### src/rtl/fft_pkg.sv
// Shared types and helpers for the radix-2 in-place DIT FFT address sequencer.
package fft_pkg;

  localparam int LOG2N_DEFAULT = 3;

  typedef enum logic [1:0] {
    ST_IDLE    = 2'd0,
    ST_LOAD    = 2'd1,
    ST_COMPUTE = 2'd2,
    ST_DONE    = 2'd3
  } fft_state_e;

  // Reverses the low 'width' bits of value; bits at and above width come back as 0.
  function automatic logic [15:0] bitrev(input logic [15:0] value, input int width);
    logic [15:0] r;
    r = '0;
    for (int i = 0; i < 16; i++) begin
      if (i < width) r[4'(i)] = value[4'(width - 1 - i)];
    end
    return r;
  endfunction

endpackage

### src/rtl/fft_bf_addr_gen.sv
// Combinational butterfly descriptor generator: (stage, butterfly index) -> operand addresses and twiddle index.
module fft_bf_addr_gen
  import fft_pkg::*;
#(
  parameter int LOG2N = LOG2N_DEFAULT
) (
  input  logic [3:0]       stg_i,
  input  logic [LOG2N-2:0] k_i,
  output logic [LOG2N-1:0] addr_a_o,
  output logic [LOG2N-1:0] addr_b_o,
  output logic [LOG2N-2:0] tw_idx_o
);

  logic [LOG2N-1:0] k_ext;
  logic [LOG2N-1:0] half;
  logic [LOG2N-1:0] pos;
  logic [LOG2N-1:0] grp;
  logic [4:0]       grp_sh;
  logic [4:0]       tw_sh;

  always_comb begin
    k_ext    = {1'b0, k_i};
    half     = LOG2N'(1) << stg_i;
    pos      = k_ext & (half - LOG2N'(1));
    grp      = k_ext >> stg_i;
    grp_sh   = {1'b0, stg_i} + 5'd1;
    tw_sh    = 5'(LOG2N - 1) - {1'b0, stg_i};
    // Each group spans 2*half addresses; pos selects the pair inside it.
    addr_a_o = (grp << grp_sh) | pos;
    addr_b_o = addr_a_o + half;
    tw_idx_o = (LOG2N-1)'(pos) << tw_sh;
  end

endmodule

### src/rtl/fft_addr_ctrl.sv
// Frame sequencer for a radix-2 in-place DIT FFT: bit-reversed sample load, then stage-by-stage butterflies.
//   state      | meaning
//   ST_IDLE    | waiting for a rising edge of run
//   ST_LOAD    | writing N samples to bit-reversed RAM addresses
//   ST_COMPUTE | issuing (N/2)*LOG2N butterfly descriptors
//   ST_DONE    | one-cycle frame-complete pulse
module fft_addr_ctrl
  import fft_pkg::*;
#(
  parameter int LOG2N = LOG2N_DEFAULT
) (
  input  logic             clk,
  input  logic             rst,
  input  logic             run,
  input  logic             in_valid,
  output logic             in_ready,
  output logic             wr_en,
  output logic [LOG2N-1:0] wr_addr,
  output logic             bf_valid,
  input  logic             bf_ready,
  output logic [LOG2N-1:0] bf_addr_a,
  output logic [LOG2N-1:0] bf_addr_b,
  output logic [LOG2N-2:0] tw_idx,
  output logic [3:0]       stage,
  output logic             busy,
  output logic             done
);

  localparam logic [LOG2N-1:0] CNT_LAST = '1;
  localparam logic [LOG2N-2:0] K_LAST   = '1;
  localparam logic [3:0]       STG_LAST = 4'(LOG2N - 1);

  fft_state_e       state_q;
  logic             run_q;
  logic [LOG2N-1:0] cnt_q;
  logic [LOG2N-2:0] k_q;
  logic [3:0]       stg_q;

  logic             start_evt;
  logic             in_load;
  logic             in_compute;
  logic [LOG2N-1:0] gen_a;
  logic [LOG2N-1:0] gen_b;
  logic [LOG2N-2:0] gen_tw;

  fft_bf_addr_gen #(.LOG2N(LOG2N)) u_bf_addr_gen (
    .stg_i    (stg_q),
    .k_i      (k_q),
    .addr_a_o (gen_a),
    .addr_b_o (gen_b),
    .tw_idx_o (gen_tw)
  );

  assign start_evt  = run & ~run_q;
  assign in_load    = (state_q == ST_LOAD);
  assign in_compute = (state_q == ST_COMPUTE);

  // run gates both handshakes so an abort can never coincide with a transfer.
  assign in_ready  = run & in_load;
  assign wr_en     = in_valid & in_ready;
  assign bf_valid  = run & in_compute;
  assign wr_addr   = in_load ? LOG2N'(bitrev(16'(cnt_q), LOG2N)) : '0;
  assign bf_addr_a = in_compute ? gen_a  : '0;
  assign bf_addr_b = in_compute ? gen_b  : '0;
  assign tw_idx    = in_compute ? gen_tw : '0;
  assign stage     = in_compute ? stg_q  : '0;
  assign busy      = in_load | in_compute;
  assign done      = (state_q == ST_DONE);

  always_ff @(posedge clk or negedge rst) begin
    if (!rst) begin
      state_q <= ST_IDLE;
      run_q   <= 1'b0;
      cnt_q   <= '0;
      k_q     <= '0;
      stg_q   <= '0;
    end else begin
      run_q <= run;
      case (state_q)
        ST_IDLE: begin
          if (start_evt) state_q <= ST_LOAD;
        end
        ST_LOAD: begin
          if (!run) begin
            state_q <= ST_IDLE;
            cnt_q   <= '0;
          end else if (wr_en) begin
            if (cnt_q == CNT_LAST) begin
              state_q <= ST_COMPUTE;
              cnt_q   <= '0;
              k_q     <= '0;
              stg_q   <= '0;
            end else begin
              cnt_q <= cnt_q + LOG2N'(1);
            end
          end
        end
        ST_COMPUTE: begin
          if (!run) begin
            state_q <= ST_IDLE;
            k_q     <= '0;
            stg_q   <= '0;
          end else if (bf_ready) begin
            if (k_q == K_LAST) begin
              k_q <= '0;
              if (stg_q == STG_LAST) begin
                state_q <= ST_DONE;
                stg_q   <= '0;
              end else begin
                stg_q <= stg_q + 4'd1;
              end
            end else begin
              k_q <= k_q + (LOG2N-1)'(1);
            end
          end
        end
        ST_DONE: begin
          state_q <= ST_IDLE;
        end
        default: begin
          state_q <= ST_IDLE;
        end
      endcase
    end
  end

endmodule

### config.mk
export PLATFORM = sky130hd
export DESIGN_NAME = fft_addr_ctrl
export DESIGN_NICKNAME = d
export VERILOG_FILES = /design/src/rtl/fft_pkg.sv /design/src/rtl/fft_bf_addr_gen.sv /design/src/rtl/fft_addr_ctrl.sv
export SDC_FILE = /design/constraint.sdc
export NUM_CORES = 1
export LEC_CHECK = 0
export CORE_MARGIN = 2
export CORE_UTILIZATION = 52
export CTS_CLUSTER_DIAMETER = 150
export CTS_CLUSTER_SIZE = 16
export DETAILED_ROUTE_END_ITERATION = 8
export GPL_TIMING_DRIVEN = 1
export HOLD_SLACK_MARGIN = 0.12
export PLACE_DENSITY = 0.85
export SLEW_MARGIN = 10
export SYNTH_ARGS = -nofsm -noshare
export SYNTH_HDL_FRONTEND = slang
export SYNTH_SLANG_ARGS = --single-unit
### constraint.sdc
create_clock -name clk -period 7.5 [get_ports clk]
set_input_delay 1.5 -clock clk [delete_from_list [all_inputs] [get_ports clk]]
set_output_delay 1.5 -clock clk [all_outputs]
set_load 0.01 [all_outputs]
==> metrics.txt, run 1 <==
outcome finished clean; CTS tree built; Syn Nets 132; ANT cells 0; Fin Clk Skew roughly 0.0010 ns; Root Buffer clkbuf_4; later-pin clock latency in the skew report between 0.2 and 0.3 ns; Layout Cells excl Fill around 160; clock sinks 12; die extent in x just under 50 um; Final Hold Violating Endpoints 0; Tcrit/Tclk final 0.618; Max Clk Rate between 0.2 and 0.25 GHz; Post-synth top cells and2_1, dfrtp_1, ha_1; PortBufs 24; worst slew pin tran 0.548 ns; core area 1780 um2; unrepaired setup endpoints after global routing false; Crit-path slowest cell dfrtp_1; GP Congestion roughly 0.83; delay-heaviest family, CP adder cells; Detail Placement HPWL approximately 1700 um; slowest stage delay, CP 0.57 ns; Synth top area share 0.295; Avg Inst Size Synth between 8 and 9 um2; initial antenna violation count 0; DR pass1 iterations 4; Clk pin slew, worst setup/hold paths about 0.08 ns; most instantiated library cell after synthesis and2_1; Area Growth Syn to Fin 28.7%; die area around 2300 um2; Setup-failing EPs final 0; crit path time final between 4 and 5 ns; mapped cell area a little over 1000 um2; worst path cell trace inv_1 -> ha_1 -> a31oi_1 -> nor2_1 -> ha_1 -> fa_1 -> xnor3_1 -> and2_1 -> clkdlybuf4s50_1; htree depth 1; DR iter-0 viols 24; Syn. warnings 0; drt via density ~5.7; Synth Flop Type dfrtp_1; leading post-synthesis cells by cell area dfrtp_1, ha_1, and2_1; Worst EP required approximately 6 ns; sequential share of the synthesized area 0.295; max_cap viols 0; EDFF count, synth 0; Final Hold Slack about 0.55 ns; Inst Count DP 160; first-pass GRT wire length 3510 um; ys async rst share 1.00; startpoint types flop; nets 158; Tot GR Track Use 0.218; CP arrival 3.14 ns; count of hold-fix buffers inserted at cts 0; Leak Pwr a little under 0.6 nW; unique cell type count in the Yosys netlist 35; dominant cell type by area after synthesis dfrtp_1; via count of the first global-routing pass between 800 and 900; I/O Pins 25; Worst VDD drop ~0.19 mV; critical path buffer and inverter count 2; layout cells sized above 1 0.0504; Final Max Tran Viols 0; drt drc 0; Critical Path End Type primary output; setup bufs post-CTS 0; Relative slew margins 0.633; Final ANT Viol Nets 0; Synth Register Bits 12; largest net degree at the start of global routing 16; Routed WL between 2000 and 2500 um; drt wl/cell 13.8 um; CTS buffer count 3; remaining global-route overflow 0; Die Span Y 48.2 um; Synth Instances between 100 and 150; Setup CP Type flop to primary output; Crit path top cell by count ha_1; cell area power density 234 nW/um2; Starting Density 0.571; fin util 0.734; Final TNS setup 0 ns; number of instances resized during post-cts repair 0; worst hold path type flop to flop; clk buf depth 2; Total Power 0.306 mW; crit path max fanout 12; vias about 930; row cnt 15
-- registers in the layout, indices dropped and copies added, names as in the netlist --
| name | cells |
|---|---|
| k_q | 2 |
| run_q | 1 |
| cnt_q | 3 |
| stg_q | 4 |
| state_q | 2 |
-- cells in the final DEF (no fill, tap or decap), drive strengths merged, types with 3 or more instances in the layout --
cell type / instances
clkdlybuf4s50: 24
and3: 4
o21ai: 7
clkbuf: 4
nand2: 8
ha: 12
inv: 8
nor2b: 3
nor2: 11
and2: 15
a32o: 4
dfrtp: 12
-- power breakdown --
part           total (mW)  switching [mW]  internal (mW)
sequential         0.0987          0.0200         0.0787
combinational       0.154          0.0803         0.0735
clock              0.0537          0.0242         0.0295
total               0.306           0.124          0.182
-- per-stage QoR --
step,setup WS (ns),area (um2)
after floorplan,3.84,1020
after global placement,3.14,1270
after detailed placement,3.10,1270
after CTS,2.84,1310
after global routing,2.68,1310
final,2.86,1310
-- final timing paths --
kind | start | end | slack (ns) | depth (start not counted)
max | stg_q[0]$_DFFE_PN0P_ | bf_addr_b[2] | 2.86 | 9
min | cnt_q[1]$_DFFE_PN0P_ | cnt_q[1]$_DFFE_PN0P_ | 0.55 | 1
max reg2reg | state_q[0]$_DFFE_PN0P_ | stg_q[0]$_DFFE_PN0P_ | 5.58 | 7
min reg2reg | cnt_q[1]$_DFFE_PN0P_ | cnt_q[1]$_DFFE_PN0P_ | 0.55 | 1
max in group asynchronous | rst | state_q[0]$_DFFE_PN0P_ | 5.57 | 1
min in group asynchronous | rst | stg_q[2]$_DFFE_PN0P_ | 1.57 | 1
-- cells by family after synthesis --
logic type / after synthesis / share of synthesized area
compound gates: 21 / 0.148
xor+xnor: 2 / 0.0308
fa+ha+maj: 13 / 0.167
buf+inv: 11 / 0.0455
flops: 12 / 0.295
mux: 2 / 0.0197
simple gates: 53 / 0.294
-- cell type report --
cell class | instances | area [um2]
multi-input cells | 91 | 671
clock buffers | 4 | 36.3
flip-flops and latches | 12 | 300
inverters | 8 | 30.0
well taps | 25 | 31.3
fillers | 145 | 474
repair buffers | 24 | 240
-- metal layers --
layer | up-vias | wire [um] | share of wire | global-route usage
met1 | 446 | 928 | 0.41 | 0.248
met4 | 0 | 30 | 0.013 | 0.0865
met5 | - | 0 | 0 | 0
met2 | 30 | 1200 | 0.53 | 0.389
met3 | 4 | 107 | 0.047 | 0.0519
li1 | 447 | - | - | -
(Power assumes the default switching activity.)
==> run 2: changes to the inputs <==
- CORE_UTILIZATION: 52 -> 48
- PLACE_DENSITY: 0.85 -> 0.79
- clock period: 7.5 -> 4.4 ns (I/O delays scaled with it)
==> run 2 against run 1 <==
Global-route usage decreased by 3.8 points. Utilization shrank 7.9 points. Via count shrank 4.1%. Power is 60% higher. Worst hold slack worse by 0.032 ns. Worst setup slack lost 2.5 ns. Critical endpoint unchanged.
==> metrics.txt, run 2 (synthesis gave the netlist of run 1 again) <==
outcome finished clean; crit path max fanout 12; Leak Pwr about 0.59 nW; GP Congestion between 0.8 and 0.9; Seq pwr share 0.336; via count of the first global-routing pass about 820; Largest Register stg_q; Reg2Reg Launch Point state_q[0]$_DFFE_PN0P_; Tcrit/Tclk final 0.907; Area Growth Syn to Fin 27.6%; Final ANT Viol Nets 0; FILL cells 170; initial antenna violation count 0; worst slew pin tran around 0.56 ns; clock sinks 12; Setup CP Type flop to primary output; die extent in x ~50 um; die area between 2000 and 3000 um2; Fin Clk Skew between 0.002 and 0.003 ns; Routed WL 1990 um; Tot GR Track Use 0.180; PortBufs 24; core area 1980 um2; drt via density ~5.4; CTS tree built; final instance area 1300 um2; drt wl/cell between 10 and 15 um; Root Buffer clkbuf_4; Relative slew margins 0.623; Layout Cells excl Fill between 150 and 200; startpoint types flop; DR pass1 iterations 4; met2 Usage GRT 0.322; crit path time final ~4 ns; ANT cells 0; worst hold path type flop to flop; most common cell after layout, fill and taps aside clkdlybuf4s50_1; Die Span Y roughly 50 um; Final Max Tran Viols 0; fraction of power spent switching nets 0.407; first-pass GRT wire length about 3500 um; Cell Int Power roughly 0.3 mW; unrepaired setup endpoints after global routing false; remaining global-route overflow 0; Setup-failing EPs final 0; Total Power 0.491 mW; Worst VDD drop slightly below 0.3 mV; htree depth 1; Reg-to-Reg End stg_q[0]$_DFFE_PN0P_; combinational power share 0.532; Place WS between 0.6 and 0.7 ns; cell area power density 379 nW/um2; setup ws final around 0.41 ns; Register Area 300 um2; fin util 0.655; layout cells sized above 1 0.0435; nets ~160; vias a little under 900; Critical Path End Type primary output; hold endpoint cnt_q[2]$_DFFE_PN0P_; Hold Startpoint cnt_q[2]$_DFFE_PN0P_; GR Util met3 0.0212; number of instances resized during post-cts repair 0; Regs by FF count stg_q (4), cnt_q (3); later-pin clock latency in the skew report 0.26 ns; Hold Crit Depth 1; DR iter-0 viols 27; max FFs per register 4; most frequent cells in the layout clkdlybuf4s50_1, and2_1, ha_1, dfrtp_1, nor2_1; Inst Count DP ~160; drt drc 0; Final TNS setup 0 ns; CTS buffer count 3; Worst EP required roughly 3.5 ns; Final Hold Violating Endpoints 0; Final Hold Slack about 0.52 ns; Max Clk Rate about 0.25 GHz; FF-to-FF setup slack approximately 2.4 ns; clock share of power 0.132; Reg2Reg Depth 7; Starting Density 0.513; met1 Usage GRT 0.219; Multi-input gate area between 600 and 700 um2; clk buf depth 2; largest net degree at the start of global routing 16; Top Usage Layer GRT met2; CP arrival 3.11 ns; count of hold-fix buffers inserted at cts 0; Area after DPL roughly 1300 um2; sw power 0.200 mW; Clk pin slew, worst setup/hold paths around 0.07 ns; Detail Placement HPWL ~1600 um; I/O Pins 25; max_cap viols 0; setup bufs post-CTS 0; row cnt 16
==> run 2: cell types whose count changed in the layout (fill, tap and decap cells not counted), sizes merged <==
cell	before	now
clkbuf	4	3
==> run 2: layout make-up <==
cell class,count,area share
multi-input cells,91,0.517
flip-flops and latches,12,0.231
repair buffers,24,0.185
well taps,27,0.0260
inverters,8,0.0231
clock buffers,3,0.0174
==> run 2: worst max-delay path by stage <==
| stage | startpoint | depth (start not counted) | to | slack [ns] |
|---|---|---|---|---|
| floorplan | stg_q[0]$_DFFE_PN0P_ | 9 | bf_addr_b[2] | 1.36 |
| global placement | stg_q[0]$_DFFE_PN0P_ | 9 | bf_addr_b[2] | 0.77 |
| detailed placement | stg_q[0]$_DFFE_PN0P_ | 9 | bf_addr_b[2] | 0.68 |
| CTS | stg_q[0]$_DFFE_PN0P_ | 9 | bf_addr_b[2] | 0.40 |
| global route | stg_q[0]$_DFFE_PN0P_ | 9 | bf_addr_b[2] | 0.21 |
| finish | stg_q[0]$_DFFE_PN0P_ | 9 | bf_addr_b[2] | 0.41 |
==> run 2: worst max-delay path: stages (launching register included) <==
cell and delay [ns]:
dfrtp_1 0.55, inv_1 0.11, ha_1 0.38, a31oi_1 0.16
nor2_1 0.07, ha_1 0.21, fa_1 0.36, xnor3_1 0.36
and2_1 0.12, clkdlybuf4s50_1 0.53
==> run 2: metal layers <==
metal	up-vias	wire, um
met2	25	995
met1	415	907
met5	-	0
met4	0	14
li1	447	-
met3	2	76
==> run 2: power groups by stage <==
stage,Clock [mW],Sequential [mW],Combinational [mW]
2_1_floorplan,0,0.154,0.186
3_3_place_gp,0,0.165,0.257
3_5_place_dp,0,0.167,0.263
4_1_cts,0.0678,0.165,0.266
5_1_grt,0.0709,0.171,0.296
6_report,0.0648,0.165,0.262
==> RTL edit: new RTL, flow settings as in run 1 <==
Reset style: synchronous (`rst`), changed in one clocked block.
--- a/src/rtl/fft_addr_ctrl.sv
+++ b/src/rtl/fft_addr_ctrl.sv
@@ -69,3 +69,3 @@
 
-  always_ff @(posedge clk or negedge rst) begin
+  always_ff @(posedge clk) begin
     if (!rst) begin
Check against the original RTL: differs if rst is asserted again (counterexample within 4 cycles, from zero or initial values and one cycle with rst low); with rst held inactive, the same outputs for 10 cycles.
==> RTL edit against run 1 <==
Worst setup slack got worse by 0.0057 ns. Sequential cell count did not move. Synthesized area is 2.1% lower. Register-to-register slack worse by 0.13 ns. Final area fell by 2.8%. First-iteration DRC count fell by 54%. Routed wire length fell by 9.9%. Utilization decreased by 1.3 points. Via count shrank 1.9%.
Power is not compared: it rests on default switching activity, and its combinational part moved more than twofold at a synthesized area within 25%.
==> RTL edit: results (changes against run 1) <==
| Metric | Value |
|---|---|
| Slowest cell on crit path | dfxtp_1 |
| Crit. Startpoint | stg_q[0]$_SDFFE_PN0P_ |
| Post-placement cell area | 1250 um2 (-1.8%) |
| Hold_sp | state_q[1]$_SDFFE_PN0P_ |
| Worst hold path depth | 2 (+1) |
| Post-placement cell count | 166 (+3.8%) |
| R2r startpoint | state_q[0]$_SDFFE_PN0P_ |
| Global-route wire length before repair | 3380 um (-3.7%) |
| Share of layout cells above drive strength 1 | 7.64% (+2.6 points) |
| Final nets | 164 (+3.8%) |
| Top FF cell, synth | dfxtp_1 |
| Drt total wl | 2050 um (-9.9%) |
| WL/cell | 12.1 um (-13%) |
| Hold path endpoint | state_q[1]$_SDFFE_PN0P_ |
| Number of DRC markers in iteration 0 | 11 (-54%) |
| Seq/Total Area, Yosys | 24.1% (-5.4 points) |
| Setup WS pre-CTS | 3.11 ns (+0.0143 ns) |
| Worst clock skew | 0.000216 ns (-0.000790 ns) |
| Total number of vias | 909 (-1.9%) |
| Slew HR | 69.7% (+6.3 points) |
| Flop-to-flop setup slack | 5.45 ns (-0.13 ns) |
| Status | complete, no violations |
| Synth cell types | 39 (+11%) |
| All-Layer GR Usage | 20.7% (-1.1 points) |
| Number of global-route vias before repair | 794 (-1.9%) |
| Hold_ws | 0.508 ns (-0.0472 ns) |
| Largest net degree at the start of global routing | 15 (-1) |
[RTL edit: routing by layer]
metal | share of wire, % | GRT usage [%] | wire length (um)
met5 | 0 | 0 | 0
met3 | 3.3 | 2.64 | 67
met4 | 1.1 | 9.19 | 23
met1 | 44 | 25.9 | 893
met2 | 52 | 35.5 | 1060
[RTL edit: cell families after synthesis]
logic type | Yosys count | synth area share [%]
buf+inv | 12 | 4.77
xor+xnor | 2 | 3.14
compound gates | 20 | 14.4
mux | 4 | 4.02
fa+ha+maj | 13 | 17.1
simple gates | 58 | 32.4
flops | 12 | 24.1
[RTL edit: area by class of cell]
| cell class | count | area share, % |
|---|---|---|
| multi-input cells | 97 | 55.7 |
| inverters | 8 | 2.36 |
| clock buffers | 3 | 1.77 |
| repair buffers | 24 | 18.9 |
| well taps | 25 | 2.46 |
| flip-flops and latches | 12 | 18.9 |
